**src/rtl/seg_scan_ctrl_if.sv**
```systemverilog
// Display-side bundle of seg_scan_ctrl: base/overlay sources, overlay handshake
// and the active-low digit/segment pins.
interface seg_scan_ctrl_if;
   logic [15:0] base_val;
   logic [3:0]  base_dp;
   logic [3:0]  base_blank;
   logic        ovl_req;
   logic [15:0] ovl_val;
   logic        ovl_ack;
   logic        ovl_active;
   logic        AN0, AN1, AN2, AN3;
   logic [6:0]  seg;
   logic        dp;

   modport master (
      output base_val, base_dp, base_blank, ovl_req, ovl_val,
      input  ovl_ack, ovl_active, AN0, AN1, AN2, AN3, seg, dp
   );

   modport slave (
      input  base_val, base_dp, base_blank, ovl_req, ovl_val,
      output ovl_ack, ovl_active, AN0, AN1, AN2, AN3, seg, dp
   );
endinterface

```
**src/rtl/seg_scan_ctrl.sv**
```systemverilog
// 4-digit common-anode 7-segment scanner with base/overlay arbitration.
// Optional anode dead time at each slot start: define SEG_GHOST_GUARD_EN (needs SCAN_DIV > 8).
module seg_scan_ctrl #(
   parameter int SCAN_DIV    = 65536,
   parameter int HOLD_FRAMES = 64
) (
   input  logic            clkin,
   input  logic            reset,
   seg_scan_ctrl_if.slave  bus
);
   localparam int CW = $clog2(SCAN_DIV);
   localparam int HW = $clog2(HOLD_FRAMES + 1);

   typedef enum logic [1:0] {D0, D1, D2, D3} digit_e;

   digit_e          state_q, state_d;
   logic [CW-1:0]   cnt_q;
   logic            lit_q, lit_d;
   logic [HW-1:0]   hold_q, hold_d;
   logic            active_q, active_d;
   logic            ack_q, ack_d;
   logic [15:0]     ovl_q, ovl_d;
   logic [3:0]      an_q, an_d;
   logic [6:0]      seg_q, seg_d;
   logic            dp_q, dp_d;
   logic [3:0]      an_vis;
   logic [3:0]      nib;
   logic [1:0]      sel;
   logic            tick, frame;

   function automatic logic [6:0] hex2seg(input logic [3:0] h);
      case (h)
         4'h0: hex2seg = 7'h40;  4'h1: hex2seg = 7'h79;
         4'h2: hex2seg = 7'h24;  4'h3: hex2seg = 7'h30;
         4'h4: hex2seg = 7'h19;  4'h5: hex2seg = 7'h12;
         4'h6: hex2seg = 7'h02;  4'h7: hex2seg = 7'h78;
         4'h8: hex2seg = 7'h00;  4'h9: hex2seg = 7'h10;
         4'hA: hex2seg = 7'h08;  4'hB: hex2seg = 7'h03;
         4'hC: hex2seg = 7'h46;  4'hD: hex2seg = 7'h21;
         4'hE: hex2seg = 7'h06;  default: hex2seg = 7'h0E;
      endcase
   endfunction

   assign tick  = (cnt_q == CW'(SCAN_DIV - 1));
   // lit_q distinguishes the dark period after reset from a real D3->D0 wrap
   assign frame = tick && lit_q && (state_q == D3);

   always_ff @(posedge clkin) begin
      if (reset) begin
         cnt_q    <= '0;
         state_q  <= D0;
         lit_q    <= 1'b0;
         hold_q   <= '0;
         active_q <= 1'b0;
         ack_q    <= 1'b0;
         ovl_q    <= '0;
         an_q     <= 4'hF;
         seg_q    <= 7'h7F;
         dp_q     <= 1'b1;
      end else begin
         cnt_q    <= tick ? '0 : cnt_q + CW'(1);
         state_q  <= state_d;
         lit_q    <= lit_d;
         hold_q   <= hold_d;
         active_q <= active_d;
         ack_q    <= ack_d;
         ovl_q    <= ovl_d;
         an_q     <= an_d;
         seg_q    <= seg_d;
         dp_q     <= dp_d;
      end
   end

   always_comb begin
      state_d  = state_q;
      lit_d    = lit_q;
      hold_d   = hold_q;
      active_d = active_q;
      ack_d    = bus.ovl_req;
      ovl_d    = ovl_q;
      an_d     = an_q;
      seg_d    = seg_q;
      dp_d     = dp_q;
      nib      = 4'h0;
      sel      = 2'd0;

      // a fresh request beats a hold expiring on the same edge
      if (bus.ovl_req) begin
         active_d = 1'b1;
         hold_d   = HW'(HOLD_FRAMES);
         ovl_d    = bus.ovl_val;
      end else if (frame && active_q) begin
         hold_d = hold_q - HW'(1);
         if (hold_q == HW'(1))
            active_d = 1'b0;
      end

      if (tick) begin
         lit_d = 1'b1;
         if (lit_q) begin
            case (state_q)
               D0:      state_d = D1;
               D1:      state_d = D2;
               D2:      state_d = D3;
               default: state_d = D0;
            endcase
         end
         sel  = state_d;
         an_d = ~(4'b0001 << sel);
         if (active_d) begin
            nib   = ovl_d[{sel, 2'b00} +: 4];
            seg_d = hex2seg(nib);
            dp_d  = 1'b1;
         end else if (bus.base_blank[sel]) begin
            seg_d = 7'h7F;
            dp_d  = 1'b1;
         end else begin
            nib   = bus.base_val[{sel, 2'b00} +: 4];
            seg_d = hex2seg(nib);
            dp_d  = ~bus.base_dp[sel];
         end
      end
   end

`ifdef SEG_GHOST_GUARD_EN
   assign an_vis = an_q | {4{cnt_q < CW'(8)}};
`else
   assign an_vis = an_q;
`endif

   assign bus.AN0        = an_vis[0];
   assign bus.AN1        = an_vis[1];
   assign bus.AN2        = an_vis[2];
   assign bus.AN3        = an_vis[3];
   assign bus.seg        = seg_q;
   assign bus.dp         = dp_q;
   assign bus.ovl_ack    = ack_q;
   assign bus.ovl_active = active_q;
endmodule

```
**src/flat_wrapper.sv**
```systemverilog
// flat-port wrapper written by rule: the top's interface ports become plain ports
module seg_scan_ctrl_flat 
#(
   parameter int SCAN_DIV    = 65536,
   parameter int HOLD_FRAMES = 64
)
  (clkin, reset, bus_base_val, bus_base_dp, bus_base_blank, bus_ovl_req, bus_ovl_val, bus_ovl_ack, bus_ovl_active, bus_AN0, bus_AN1, bus_AN2, bus_AN3, bus_seg, bus_dp);
  seg_scan_ctrl_if bus_i ();
  input  logic clkin;
  input  logic reset;
  input wire logic [$bits(bus_i.base_val)-1:0] bus_base_val;
  input wire logic [$bits(bus_i.base_dp)-1:0] bus_base_dp;
  input wire logic [$bits(bus_i.base_blank)-1:0] bus_base_blank;
  input wire logic [$bits(bus_i.ovl_req)-1:0] bus_ovl_req;
  input wire logic [$bits(bus_i.ovl_val)-1:0] bus_ovl_val;
  output wire logic [$bits(bus_i.ovl_ack)-1:0] bus_ovl_ack;
  output wire logic [$bits(bus_i.ovl_active)-1:0] bus_ovl_active;
  output wire logic [$bits(bus_i.AN0)-1:0] bus_AN0;
  output wire logic [$bits(bus_i.AN1)-1:0] bus_AN1;
  output wire logic [$bits(bus_i.AN2)-1:0] bus_AN2;
  output wire logic [$bits(bus_i.AN3)-1:0] bus_AN3;
  output wire logic [$bits(bus_i.seg)-1:0] bus_seg;
  output wire logic [$bits(bus_i.dp)-1:0] bus_dp;
  assign bus_i.base_val = bus_base_val;
  assign bus_i.base_dp = bus_base_dp;
  assign bus_i.base_blank = bus_base_blank;
  assign bus_i.ovl_req = bus_ovl_req;
  assign bus_i.ovl_val = bus_ovl_val;
  assign bus_ovl_ack = bus_i.ovl_ack;
  assign bus_ovl_active = bus_i.ovl_active;
  assign bus_AN0 = bus_i.AN0;
  assign bus_AN1 = bus_i.AN1;
  assign bus_AN2 = bus_i.AN2;
  assign bus_AN3 = bus_i.AN3;
  assign bus_seg = bus_i.seg;
  assign bus_dp = bus_i.dp;
  seg_scan_ctrl #(.SCAN_DIV(SCAN_DIV), .HOLD_FRAMES(HOLD_FRAMES)) u_core (.clkin(clkin), .reset(reset), .bus(bus_i));
endmodule
```
**config.mk**
```make
export PLATFORM = sky130hd
export DESIGN_NAME = seg_scan_ctrl_flat
export DESIGN_NICKNAME = d
export VERILOG_FILES = /design/src/rtl/seg_scan_ctrl_if.sv /design/src/rtl/seg_scan_ctrl.sv /design/src/flat_wrapper.sv
export SDC_FILE = /design/constraint.sdc
export NUM_CORES = 1
export LEC_CHECK = 0
export BUFFER_PORTS_ARGS = -buffer_cell sky130_fd_sc_hd__buf_2
export CAP_MARGIN = 30
export CORE_ASPECT_RATIO = 1.2
export CORE_MARGIN = 2
export CORE_UTILIZATION = 57
export DETAILED_ROUTE_END_ITERATION = 8
export GPL_ROUTABILITY_DRIVEN = 0
export HOLD_SLACK_MARGIN = 0.02
export PLACE_DENSITY_LB_ADDON = 0.3
export SYNTH_ARGS = -nofsm -noshare
export SYNTH_HDL_FRONTEND = slang
export SYNTH_SLANG_ARGS = --single-unit
```
**constraint.sdc**
```tcl
create_clock -name clkin -period 3.3 [get_ports clkin]
set_clock_uncertainty 0.2 [all_clocks]
set_input_delay 0.33 -clock clkin [delete_from_list [all_inputs] [get_ports clkin]]
set_output_delay 0.33 -clock clkin [all_outputs]
set_load 0.005 [all_outputs]
```
==> Yosys cells after proc, flatten, opt, wreduce, memory -nomap -nowiden <==
Memories as Yosys holds them, arrays and structs flattened.
Index checks and enable logic that the tools add are counted.
Widths: inputs -> output; s select.
{ "totals": {"romBits": 224, "word_cells": 50, "regBits": 56, "out_inout_bits": 14, "mem_count": 2} }
{ "classes": {"reduce_logical": 7, "addsub": 2, "n_mux": 17, "eq_ne": 5, "shift": 3, "n_bitwise": 2, "order_cmp": 1} }
{ "mem_list": {"columns": ["memory", "words", "word_bits", "rd", "rd_ports_with_merged_regs", "write_ports", "line_no", "source"], "rows": [
  ["(name not given)", 16, 7, 1, 0, 0, "seg_scan_ctrl.sv:32", "case (h)"],
  ["(name not given)", 16, 7, 1, 0, 0, "seg_scan_ctrl.sv:32", null]
]} }
{ "ops": {"columns": ["op", "count"], "rows": [
  ["$shiftx 16x5->4", 2],
  ["$mux 7", 4],
  ["$add 16x1->16 const B", 1],
  ["$eq 16x16->1 const B", 1],
  ["$mux 16", 1],
  ["$eq 7x1->1 const B", 1],
  ["$mux 1", 7],
  ["$sub 7x1->7 const B", 1],
  ["$pmux 2 s3", 1],
  ["$bmux 1 s2", 2],
  ["$eq 2x2->1 const B", 2],
  ["$mux 2", 2],
  ["$not 4->4", 1],
  ["$reduce_or 2->1", 2],
  ["$shl 1x2->4 const A", 1],
  ["$logic_and 1x1->1", 3],
  ["$lt 2x3->1 const B", 1],
  ["$eq 2x1->1 const B", 1],
  ["$logic_not 2->1", 1],
  ["$reduce_bool 2->1", 1],
  ["$not 1->1", 1]
]} }

==> Longest topological paths before layout <==
Gate-level depths: netlist of run 1.
{ "depth": {"ltp_word": 9, "mapped_depth": 14, "depth_no_buf": 13} }

==> Least setup slack after synthesis of run 1 <==
No wires, ideal clock.
{ "synth_path": {"kind": "register to register", "from": "reg u_core.state_q[1]", "to": "reg u_core.seg_q[0], in the netlist u_core.bus.seg[0]", "stages_incl_launch_ff": 14, "path_buffers": 2, "period_less_slack_ps": 2954, "slack_ps": 346, "t_required_ps": 2972, "arrival_time_ps": 2626, "path_cell_list": "dfxtp_1 > inv_1 > ha_1 > mux2_4 > buf_6 > buf_12 > mux2i_1 > mux2i_1 > inv_1 > ha_1 > a311oi_1 > a211oi_2 > o22ai_1 > o31ai_2"} }
{ "synth_between": {"elab_chain_len": 8, "elab_cells_between_ends": 19} }
{ "synth_lines": {"columns": ["item", "line_no", "source"], "rows": [
  ["from (decl)", "seg_scan_ctrl.sv:16", "digit_e state_q, state_d;"],
  ["from (signal assigned)", "seg_scan_ctrl.sv:62", "state_q <= state_d;"],
  ["$eq 2x2->1, or another cell as far along", "seg_scan_ctrl.sv:101", "case (state_q)"],
  ["$pmux 2 s3", "seg_scan_ctrl.sv:101", null],
  ["$mux 2", "seg_scan_ctrl.sv:100", "if (lit_q) begin"],
  ["$mux 2", "seg_scan_ctrl.sv:98", "if (tick) begin"],
  ["$shiftx 16x5->4 / $bmux 1 s2 (equally long branches)", "seg_scan_ctrl.sv:118, seg_scan_ctrl.sv:114", null],
  ["$mem_v2 16x7 / $mux 1 (equally long branches)", null, null],
  ["$mux 7", "seg_scan_ctrl.sv:114", "end else if (bus.base_blank[sel]) begin"],
  ["$mux 7 (*)", "seg_scan_ctrl.sv:110", "if (active_d) begin"],
  ["to (signal assigned)", "seg_scan_ctrl.sv:69", "seg_q <= seg_d;"],
  ["to (decl)", "seg_scan_ctrl.sv:24", "logic [6:0] seg_q, seg_d;"]
]} }
Mark *: on every way between the ends. The rest lies on a longest branch, timed or not. The select of a mux whose other input is x is not followed.
A chain may end at the register's enable or synchronous reset.

==> Worst setup path after layout of run 1 <==
{ "layout_path": {"from": "reg u_core.state_q[1]", "to": "reg u_core.seg_q[5], in the netlist u_core.bus.seg[5]"} }
The elaborated chain is that of the path after synthesis.

==> flow_metrics.env, run 1 <==
export IMPL_dp_cells=495
export IMPL_grt_usage_pct=22.20
export IMPL_grt_pass1_vias=2619
export IMPL_drive_gt1_share_pct=21.99
export IMPL_worst_slack_ns=0.2753
export IMPL_firstDrtPassIters=4
export IMPL_die_w_um=74.29
export IMPL_cpMaxStageDelayCell="dfxtp_1"
export IMPL_critPathArrivalTime_ns=3.01
export IMPL_drv_slew=0
export IMPL_ys_ff_latch=56
export IMPL_synth_area_leaders="dfxtp_1 (33%), mux2i_1 (9.8%), ha_1 (6.7%), nor2_1 (6.2%), mux4_2 (4.0%)"
export IMPL_layout_cells_non_filler=503
export IMPL_syn_area_um2=3379
export IMPL_wl_mm=7.128
export IMPL_timing_hold_worst_class="in2reg"
export IMPL_synth_edf_count=0
export IMPL_clock_path_buffers=2
export IMPL_min_period_over_period_pct=91.66
export IMPL_holdWs_ns=0.07585
export IMPL_wl_per_cell_um=14.17
export IMPL_cts_sinks=56
export IMPL_power_per_cell_area_nw_per_um2=338.4
export IMPL_min_delay_start="bus_ovl_val[4]"
export IMPL_required_ns=3.29
export IMPL_cp_cell_sequence="inv_1, ha_1, mux2_4, mux2i_1, mux2i_1, buf_4, ha_1, and2_1, o21bai_1, a221oi_1, o31ai_1"
export IMPL_setup_worst_path_class="reg2reg"
export IMPL_hold_path_cell_count=3
export IMPL_core_area_um2=5705
export IMPL_fmax_ghz=0.3306
export IMPL_clock_latency_ns=0.31
export IMPL_viasPerCell=5.559
export IMPL_die_height_um=88.35
export IMPL_synth_flop_cell="dfxtp_1"
export IMPL_ir_worst_vdd_mv=0.2296
export IMPL_start_util_pct=59.23
export IMPL_relSlewSlack_pct=56.53
export IMPL_slowest_delay_ns=0.44
export IMPL_via_count=2796
export IMPL_rows=30
export IMPL_crit_path_start_kind="register"
export IMPL_ant_nets=0
export IMPL_r2r_end="u_core.bus.seg[5]"
export IMPL_tightest_slew_ns=0.6520
export IMPL_cts_made_buffers=5
export IMPL_synth_cell_types=54
export IMPL_r2r_start="u_core.state_q[1]"
export IMPL_holdBufCountCts=0
export IMPL_p_leak_nw=1.533
export IMPL_synth_net_count=432
export IMPL_synth_top_area_share_pct=33.17
export IMPL_period_minus_slack_ns=3.025
export IMPL_ys_top_cells_by_count="dfxtp_1 (56), nor2_1 (56), mux2i_1 (33), nand2_1 (23), ha_1 (18)"
export IMPL_synth_area_per_cell_um2=9.109
export IMPL_grt_antenna_before_repair=0
export IMPL_path_clk_slew_ns=0.10
export IMPL_setup_viol=0
export IMPL_cts_tree="yes"
export IMPL_post_place_ws_ns=0.2776
export IMPL_htreeDepth=2
export IMPL_end_kind="register"
export IMPL_finalHoldViolCount=0
export IMPL_yosys_area_top_type="dfxtp_1"
export IMPL_final_setup_tns_ns=0
export IMPL_cp_max_fo=24
export IMPL_max_cap_violations=0
export IMPL_n_antenna_cell=0
export IMPL_rrSetupSlack_ns=0.28
export IMPL_fin_nets=483
export IMPL_drt_initial_drc_count=141
export IMPL_rsz0062_at_grt="false"
export IMPL_async_flop_share_pct=0
export IMPL_clockRootBuffer="clkbuf_8"
export IMPL_drc=0
export IMPL_status="finished, final reports clean"
export IMPL_min_to="u_core.ovl_q[4]"
export IMPL_grt_pass1_wl_mm=11.60
export IMPL_ys_seq_area_share_pct=33.17
export IMPL_io_pins=57
export IMPL_grt_overflow_total=0
export IMPL_portBuffers=56
export IMPL_area_growth_pct=11.33
export IMPL_grt_max_degree=39
export IMPL_dieArea_um2=6564
export IMPL_synthCells=371
export IMPL_ys_warn_count=0
export IMPL_rr_worst_depth=11
export IMPL_post_dp_hpwl_mm=5.390
-- registers in the layout, indices dropped and copies added (netlist names) --
| register | flops |
|---|---|
| u_core.cnt_q | 16 |
| u_core.lit_q | 1 |
| u_core.bus.seg | 7 |
| u_core.hold_q | 7 |
| u_core.an_q | 4 |
| u_core.state_q | 2 |
| u_core.bus.ovl_active | 1 |
| u_core.bus.dp | 1 |
| u_core.bus.ovl_ack | 1 |
| u_core.ovl_q | 16 |
-- stage by stage --
| stage | cell area [µm²] | power, W | util [%] |
|---|---|---|---|
| 2_1_floorplan | 3379 | 0.0008528 | - |
| 3_3_place_gp | 3672 | 0.0009058 | 64.36 |
| 3_5_place_dp | 3672 | 0.0009118 | 64.36 |
| 4_1_cts | 3759 | 0.001288 | 65.88 |
| 5_1_grt | 3762 | 0.001341 | 65.94 |
| 6_report | 3762 | 0.001273 | 65.94 |
-- layer usage --
layer  wire [µm]  global-route usage (%)  vias to the layer above
li1            -                       -                     1405
met1        3160                   28.85                     1326
met2        3646                   37.91                       55
met3         219                   3.531                       10
met4         101                   6.818                        0
met5           0                       0                        -
-- cell type report --
class                      instances  area, µm²
clock buffer                       6      72.57
clock inverter                     2      13.76
fill                             488       1943
inverter                          13      48.80
multi-input combinational        283       2073
sequential                        56       1121
tap                               80      100.1
timing repair buffer              63      332.8
-- report_power, final --
part	leakage, nW	switching, W	internal, W	total [W]
clock network	0.0456	0.000223	0.000152	0.000374
registers	0.456	0.00000979	0.000692	0.000702
logic	1.03	0.000104	0.0000923	0.000196
total	1.53	0.000336	0.000937	0.00127
-- critical path: cells and delay by family, from the launching register on --
kind / cells / cell delay (ns)
mux: 3 / 0.73
compound gates: 3 / 0.58
fa+ha+maj: 2 / 0.53
flops: 1 / 0.44
buf+inv: 2 / 0.26
simple gates: 1 / 0.15
-- worst max path at each step --
stage                              to  cells past startpoint         startpoint  slack [ns]
finish              u_core.bus.seg[5]                     11  u_core.state_q[1]        0.28
global placement    u_core.bus.seg[1]                     10  u_core.state_q[0]        0.39
CTS                 u_core.bus.seg[1]                     10  u_core.state_q[0]        0.24
global route        u_core.bus.seg[0]                     12  u_core.state_q[0]        0.07
detailed placement  u_core.bus.seg[1]                     10  u_core.state_q[0]        0.28
floorplan           u_core.bus.seg[0]                     13  u_core.state_q[1]        0.35
-- logic make-up (layout without fill, tap and decap cells) --
group	Yosys count	in the layout	synth area share, %
fa+ha+maj	18	18	6.664
buf+inv	32	84	5.590
xor+xnor	20	20	5.183
compound gates	61	61	11.92
flops	56	56	33.17
simple gates	135	135	18.85
mux	49	49	18.62
-- cell usage in the layout (no fill, tap or decap), types with 3 or more instances in the layout --
cell type  netlist  routed
ha_1            18      18
mux2_2           3       3
mux2i_1         33      32
a21oi_1         16      16
buf_2            3      56
mux2_4           3       3
buf_4            1       7
clkbuf_8         0       5
o31ai_1          3       3
and4_1           3       3
o21ai_0         14      14
nand4_1          4       4
xnor2_1         11      11
nand2_1         23      23
inv_1           13      13
dfxtp_1         56      56
nand3_1         17      17
nand2b_1         6       6
nor2_1          56      56
a311oi_1         4       4
xor2_1           9       9
and2_1           3       3
nor3_1           6       6
mux4_2           6       6
o21bai_1         4       4
or3_1            6       6
a211oi_1         6       6
and3_1           3       3
-- what timing repair did --
item | 4_1_cts | 5_1_grt
setup buffers | 0 | 0
resized for setup | 0 | 1
setup endpoints to repair | 0 | 1
Note: power is estimated with default switching activity, not from simulation.
==> run 2: changes to the inputs <==
--- a/config.mk
+++ b/config.mk
@@ -13,7 +13,8 @@
 export DETAILED_ROUTE_END_ITERATION = 8
 export GPL_ROUTABILITY_DRIVEN = 0
 export HOLD_SLACK_MARGIN = 0.02
-export PLACE_DENSITY_LB_ADDON = 0.3
+export PLACE_DENSITY = 0.81
+export SETUP_SLACK_MARGIN = 0.3
 export SYNTH_ARGS = -nofsm -noshare
 export SYNTH_HDL_FRONTEND = slang
 export SYNTH_SLANG_ARGS = --single-unit
==> run 2 against run 1 <==
Net effect: final cell count grew 2.2%; critical path depth shrank 1; die area is the same; largest power group unchanged; via count grew 6.2%; non-clock buffer count grew 8; flip-flop and latch count is the same; largest cell class unchanged; sequential share of layout area shrank 0.98 points; register-to-register slack gained 0.09 ns; combinational power grew 9%; design area grew 3.9%; utilization grew 2.5 points.
==> flow_metrics.env, run 2 (same netlist as run 1, synthesis figures left out) <==
export IMPL_via_count=2969
export IMPL_wl_met1_mm=3.231
export IMPL_crit_path_frequent_cell="mux2i_1"
export IMPL_r2r_end="u_core.bus.seg[1]"
export IMPL_rsz0062_at_grt="false"
export IMPL_p_leak_nw=1.598
export IMPL_final_setup_tns_ns=0
export IMPL_post_place_ws_ns=0.2514
export IMPL_top_layer="met4"
export IMPL_n_antenna_cell=0
export IMPL_firstDrtPassIters=4
export IMPL_ir_worst_vdd_mv=0.2521
export IMPL_min_period_over_period_pct=89.07
export IMPL_cpMaxStageDelayCell="dfxtp_4"
export IMPL_die_w_um=74.29
export IMPL_grt_pass1_vias=2692
export IMPL_finalHoldViolCount=0
export IMPL_cts_made_buffers=5
export IMPL_path_clk_slew_ns=0.09
export IMPL_clock_path_buffers=2
export IMPL_grt_max_degree=39
export IMPL_start_util_pct=59.23
export IMPL_route_met3_wl_um=525
export IMPL_grt_pass1_wl_mm=12.05
export IMPL_critPathArrivalTime_ns=2.95
export IMPL_rows=30
export IMPL_power_per_cell_area_nw_per_um2=329.5
export IMPL_power_frac_clock_pct=28.9
export IMPL_core_area_um2=5705
export IMPL_io_pins=57
export IMPL_viasPerCell=5.776
export IMPL_r2r_start="u_core.state_q[1]"
export IMPL_cp_max_fo=9
export IMPL_p_sw_share_pct=26.63
export IMPL_rr_worst_depth=10
export IMPL_wl_per_cell_um=15.40
export IMPL_cts_tree="yes"
export IMPL_dieArea_um2=6564
export IMPL_layout_cells_non_filler=514
export IMPL_fin_nets=494
export IMPL_grt_antenna_before_repair=0
export IMPL_seq_power_share_pct=54.5
export IMPL_tightest_slew_ns=0.6302
export IMPL_drt_initial_drc_count=179
export IMPL_drc=0
export IMPL_end_kind="register"
export IMPL_largestRegisters="u_core.cnt_q (16), u_core.ovl_q (16)"
export IMPL_grt_usage_pct=23.29
export IMPL_die_height_um=88.35
export IMPL_cts_sinks=56
export IMPL_crit_start="u_core.state_q[1]"
export IMPL_switchingPower_w=0.0003429
export IMPL_slowest_delay_ns=0.41
export IMPL_worstSetupEndpoint="u_core.bus.seg[1]"
export IMPL_wl_mm=7.916
export IMPL_drv_slew=0
export IMPL_p_int_w=0.0009446
export IMPL_timing_hold_worst_class="in2reg"
export IMPL_max_cap_violations=0
export IMPL_grt_overflow_total=0
export IMPL_required_ns=3.31
export IMPL_p_comb_share_pct=16.6
export IMPL_setup_viol=0
export IMPL_drive_gt1_share_pct=25.58
export IMPL_relSlewSlack_pct=56.79
export IMPL_crit_path_start_kind="register"
export IMPL_worst_slack_ns=0.3606
export IMPL_setup_worst_path_class="reg2reg"
export IMPL_rrSetupSlack_ns=0.36
export IMPL_post_dp_hpwl_mm=5.446
export IMPL_area_growth_pct=15.62
export IMPL_wl_met2_mm=4.004
export IMPL_period_minus_slack_ns=2.939
export IMPL_clock_latency_ns=0.31
export IMPL_clockRootBuffer="clkbuf_8"
export IMPL_htreeDepth=2
export IMPL_status="finished, final reports clean"
export IMPL_cp_cell_sequence="inv_1, ha_1, mux2_2, buf_4, mux2i_1, mux2i_2, mux2i_1, o211ai_1, nand2_1, o21ai_0"
export IMPL_dp_cells=494
export IMPL_ant_nets=0
export IMPL_final_cell_mix="nor2_1 (56), buf_2 (56), dfxtp_1 (54)"
export IMPL_fmax_ghz=0.3402
export IMPL_fillCellCount=473
export IMPL_portBuffers=56
## run 2: cell count changes in the layout (fill, tap and decap cells not counted), moves of 2 or more
cell,delta
buf_4,+7
dfxtp_1,-2
mux2_2,+2
mux2i_1,-2
mux2i_4,+2
## run 2: critical path, delay by kind of cell, from the launching register on
kind	cells	cell delay, ns
simple gates	1	0.10
fa+ha+maj	1	0.36
compound gates	2	0.45
flops	1	0.41
mux	4	1.08
buf+inv	2	0.24
## run 2: layer usage
layer | GRT usage, % | vias to the layer above
met5 | 0 | -
met4 | 8.766 | 0
met3 | 3.872 | 16
met2 | 40.58 | 100
met1 | 28.72 | 1415
li1 | - | 1438
## run 2: worst min-delay path by stage
stage                               start          endpoint  cells past startpoint
after global placement    u_core.cnt_q[0]   u_core.cnt_q[0]                      1
final                     bus_ovl_val[14]  u_core.ovl_q[14]                      3
after detailed placement  u_core.cnt_q[0]   u_core.cnt_q[0]                      1
after CTS                 bus_ovl_val[14]  u_core.ovl_q[14]                      3
after floorplan           u_core.cnt_q[0]   u_core.cnt_q[0]                      1
after global routing      bus_ovl_val[14]  u_core.ovl_q[14]                      3
## run 2: what timing repair did
action                                  in CTS  in global routing
resized for setup                            2                 10
gates cloned                                 1                  2
endpoints found under the setup margin       6                  7
pin swaps                                    0                  0
setup buffers                                0                  9
hold buffers                                 0                  0
## run 2: final cells by class
class / count / area (µm²) / share of cell area (%)
clock inverter: 2 / 13.76 / 0.3522
tap: 80 / 100.1 / 2.562
inverter: 13 / 48.80 / 1.249
timing repair buffer: 71 / 396.6 / 10.15
sequential: 56 / 1126 / 28.82
clock buffer: 6 / 72.57 / 1.857
multi-input combinational: 286 / 2150 / 55.01
## run 2: per-stage QoR
stage	cell area, µm²	util (%)	hold WS [ns]	total power, W
floorplan	3379	-	0.2261	0.0008528
global placement	3665	64.23	0.2379	0.0009035
detailed placement	3665	64.23	0.2644	0.0009101
CTS	3767	66.03	0.06985	0.001277
global route	3908	68.49	0.06826	0.001343
finish	3908	68.49	0.06956	0.001287
## run 2: power by group through the flow
stage	Combinational (W)	Sequential (W)	Clock, W
floorplan	0.000138	0.000715	0
global placement	0.000187	0.000717	0
detailed placement	0.000192	0.000718	0
CTS	0.000194	0.000702	0.000381
global route	0.000234	0.000704	0.000405
finish	0.000214	0.000701	0.000372
==> run 3: changes to the inputs <==
--- a/config.mk
+++ b/config.mk
@@ -14,6 +14,7 @@
 export GPL_ROUTABILITY_DRIVEN = 0
 export HOLD_SLACK_MARGIN = 0.02
 export PLACE_DENSITY = 0.81
+export REMOVE_ABC_BUFFERS = 1
 export SETUP_SLACK_MARGIN = 0.3
 export SYNTH_ARGS = -nofsm -noshare
 export SYNTH_HDL_FRONTEND = slang
==> constraint.sdc (replaced) <==
create_clock -name clkin -period 3.3 [get_ports clkin]
set_clock_uncertainty 0.2 [all_clocks]
set_input_delay 0.66 -clock clkin [delete_from_list [all_inputs] [get_ports clkin]]
set_output_delay 0.66 -clock clkin [all_outputs]
set_load 0.005 [all_outputs]
==> run 3 against run 2 <==
Net effect: final cell count rose by 0.97%; clock power rose by 2%; non-clock buffer count rose by 7; setup slack improved by 0.032 ns; combinational power fell by 3%; via count fell by 1.5%; utilization rose by 0.31 points; sequential power barely moved; register-to-register slack improved by 0.03 ns; global-route usage fell by 0.35 points; die area did not move; power barely moved; highest routed layer unchanged.
==> flow_metrics.env, run 3 (same netlist as run 1, synthesis figures left out) <==
export IMPL_status="finished, final reports clean"
export IMPL_rows=30
export IMPL_post_dp_hpwl_mm=5.310
export IMPL_crit_start="u_core.state_q[0]"
export IMPL_final_setup_tns_ns=0
export IMPL_power_per_cell_area_nw_per_um2=327.7
export IMPL_relSlewSlack_pct=66.41
export IMPL_max_cap_violations=0
export IMPL_worst_slack_ns=0.3928
export IMPL_route_met3_wl_um=403
export IMPL_grt_usage_pct=22.94
export IMPL_wl_met2_mm=3.678
export IMPL_clock_latency_ns=0.31
export IMPL_multi_input_area_um2=2103
export IMPL_cts_tree="yes"
export IMPL_r2r_start="u_core.state_q[0]"
export IMPL_ir_worst_vdd_mv=0.2398
export IMPL_die_w_um=74.29
export IMPL_dieArea_um2=6564
export IMPL_core_area_um2=5705
export IMPL_min_to="u_core.cnt_q[0]"
export IMPL_clockRootBuffer="clkbuf_8"
export IMPL_rr_worst_depth=11
export IMPL_min_period_over_period_pct=88.10
export IMPL_tightest_slew_ns=0.5038
export IMPL_crit_path_start_kind="register"
export IMPL_wl_met1_mm=3.132
export IMPL_cp_max_fo=6
export IMPL_drt_initial_drc_count=140
export IMPL_n_antenna_cell=0
export IMPL_end_kind="register"
export IMPL_io_pins=57
export IMPL_post_place_ws_ns=0.2216
export IMPL_timing_hold_worst_class="reg2reg"
export IMPL_via_count=2923
export IMPL_viasPerCell=5.632
export IMPL_fmax_ghz=0.3440
export IMPL_area_growth_pct=16.14
export IMPL_clock_path_buffers=2
export IMPL_period_minus_slack_ns=2.907
export IMPL_required_ns=3.34
export IMPL_min_delay_start="u_core.cnt_q[0]"
export IMPL_htreeDepth=2
export IMPL_firstDrtPassIters=4
export IMPL_start_util_pct=59.23
export IMPL_critPathArrivalTime_ns=2.94
export IMPL_fin_nets=499
export IMPL_wl_per_cell_um=14.26
export IMPL_setup_worst_path_class="reg2reg"
export IMPL_grt_overflow_total=0
export IMPL_ant_nets=0
export IMPL_path_clk_slew_ns=0.10
export IMPL_dp_cells=499
export IMPL_setup_viol=0
export IMPL_hold_path_cell_count=1
export IMPL_cts_made_buffers=5
export IMPL_post_route_util_pct=68.79
export IMPL_drc=0
export IMPL_top_layer="met4"
export IMPL_holdWs_ns=0.2685
export IMPL_grt_pass1_vias=2715
export IMPL_die_height_um=88.35
export IMPL_layout_cells_non_filler=519
export IMPL_drv_slew=0
export IMPL_r2r_end="u_core.bus.seg[3]"
export IMPL_grt_pass1_wl_mm=11.93
export IMPL_cts_sinks=56
export IMPL_drive_gt1_share_pct=26.42
export IMPL_final_cell_mix="nor2_1 (56), buf_2 (56), dfxtp_1 (54)"
export IMPL_regArea_um2=1129
export IMPL_rsz0062_at_grt="false"
export IMPL_p_leak_nw=1.612
export IMPL_largestRegisters="u_core.cnt_q (16), u_core.ovl_q (16)"
export IMPL_grt_antenna_before_repair=0
export IMPL_rrSetupSlack_ns=0.39
export IMPL_portBuffers=56
export IMPL_fillCellCount=463
export IMPL_wl_mm=7.400
export IMPL_grt_max_degree=27
export IMPL_finalHoldViolCount=0
## run 3: cell types whose count changed in the layout (fill, tap and decap cells not counted), sizes merged
cell / delta
mux2: -1
mux2i: -1
buf: +7
## run 3: area by class of cell
| class | count | share of cell area [%] |
|---|---|---|
| sequential | 56 | 28.75 |
| timing repair buffer | 78 | 11.67 |
| inverter | 13 | 1.243 |
| tap | 80 | 2.550 |
| clock inverter | 2 | 0.3507 |
| clock buffer | 6 | 1.849 |
| multi-input combinational | 284 | 53.59 |
## run 3: critical path, cell delays in order, from the launching register on
cell and delay (ns):
dfxtp_4 0.38, inv_1 0.07, ha_1 0.35, mux2_4 0.34, mux2i_1 0.17, mux2i_4 0.25
inv_1 0.14, ha_1 0.32, nand2b_1 0.15, a32oi_1 0.23, o2bb2ai_1 0.10, o21ai_1 0.13
## run 3: worst max path at each step
stage | to | slack (ns) | cells after the start
floorplan | u_core.bus.seg[1] | 0.40 | 10
global placement | u_core.bus.seg[4] | 0.36 | 12
detailed placement | u_core.bus.seg[4] | 0.22 | 12
CTS | u_core.bus.seg[3] | 0.30 | 11
global route | u_core.bus.seg[3] | 0.28 | 11
finish | u_core.bus.seg[3] | 0.39 | 11
## run 3: routing by layer
metal | global-route usage [%] | vias to the layer above
met3 | 3.417 | 23
met4 | 5.195 | 0
met1 | 28.67 | 1353
met5 | 0 | -
li1 | - | 1450
met2 | 41.56 | 97
## run 3: report_power, final
group          leakage, nW  internal, W  switching (W)
clock               0.0456     0.000152       0.000227
combinational         1.11    0.0000997       0.000107
sequential           0.458     0.000691     0.00000977
## run 3: timing repair
item | 4_1_cts | 5_1_grt
buffers inserted | 2 | 9
pin swaps | 0 | 1
hold buffers | 0 | 0
gates resized for setup | 1 | 10
endpoints found under the hold margin | 0 | 0
setup endpoints to repair | 7 | 7
cloned | 0 | 1
## run 3: per-stage QoR
stage | area [µm²] | power, W
global placement | 3702 | 0.0009062
detailed placement | 3702 | 0.0009125
floorplan | 3239 | 0.0008365
CTS | 3820 | 0.001284
finish | 3925 | 0.001286
global route | 3925 | 0.001344
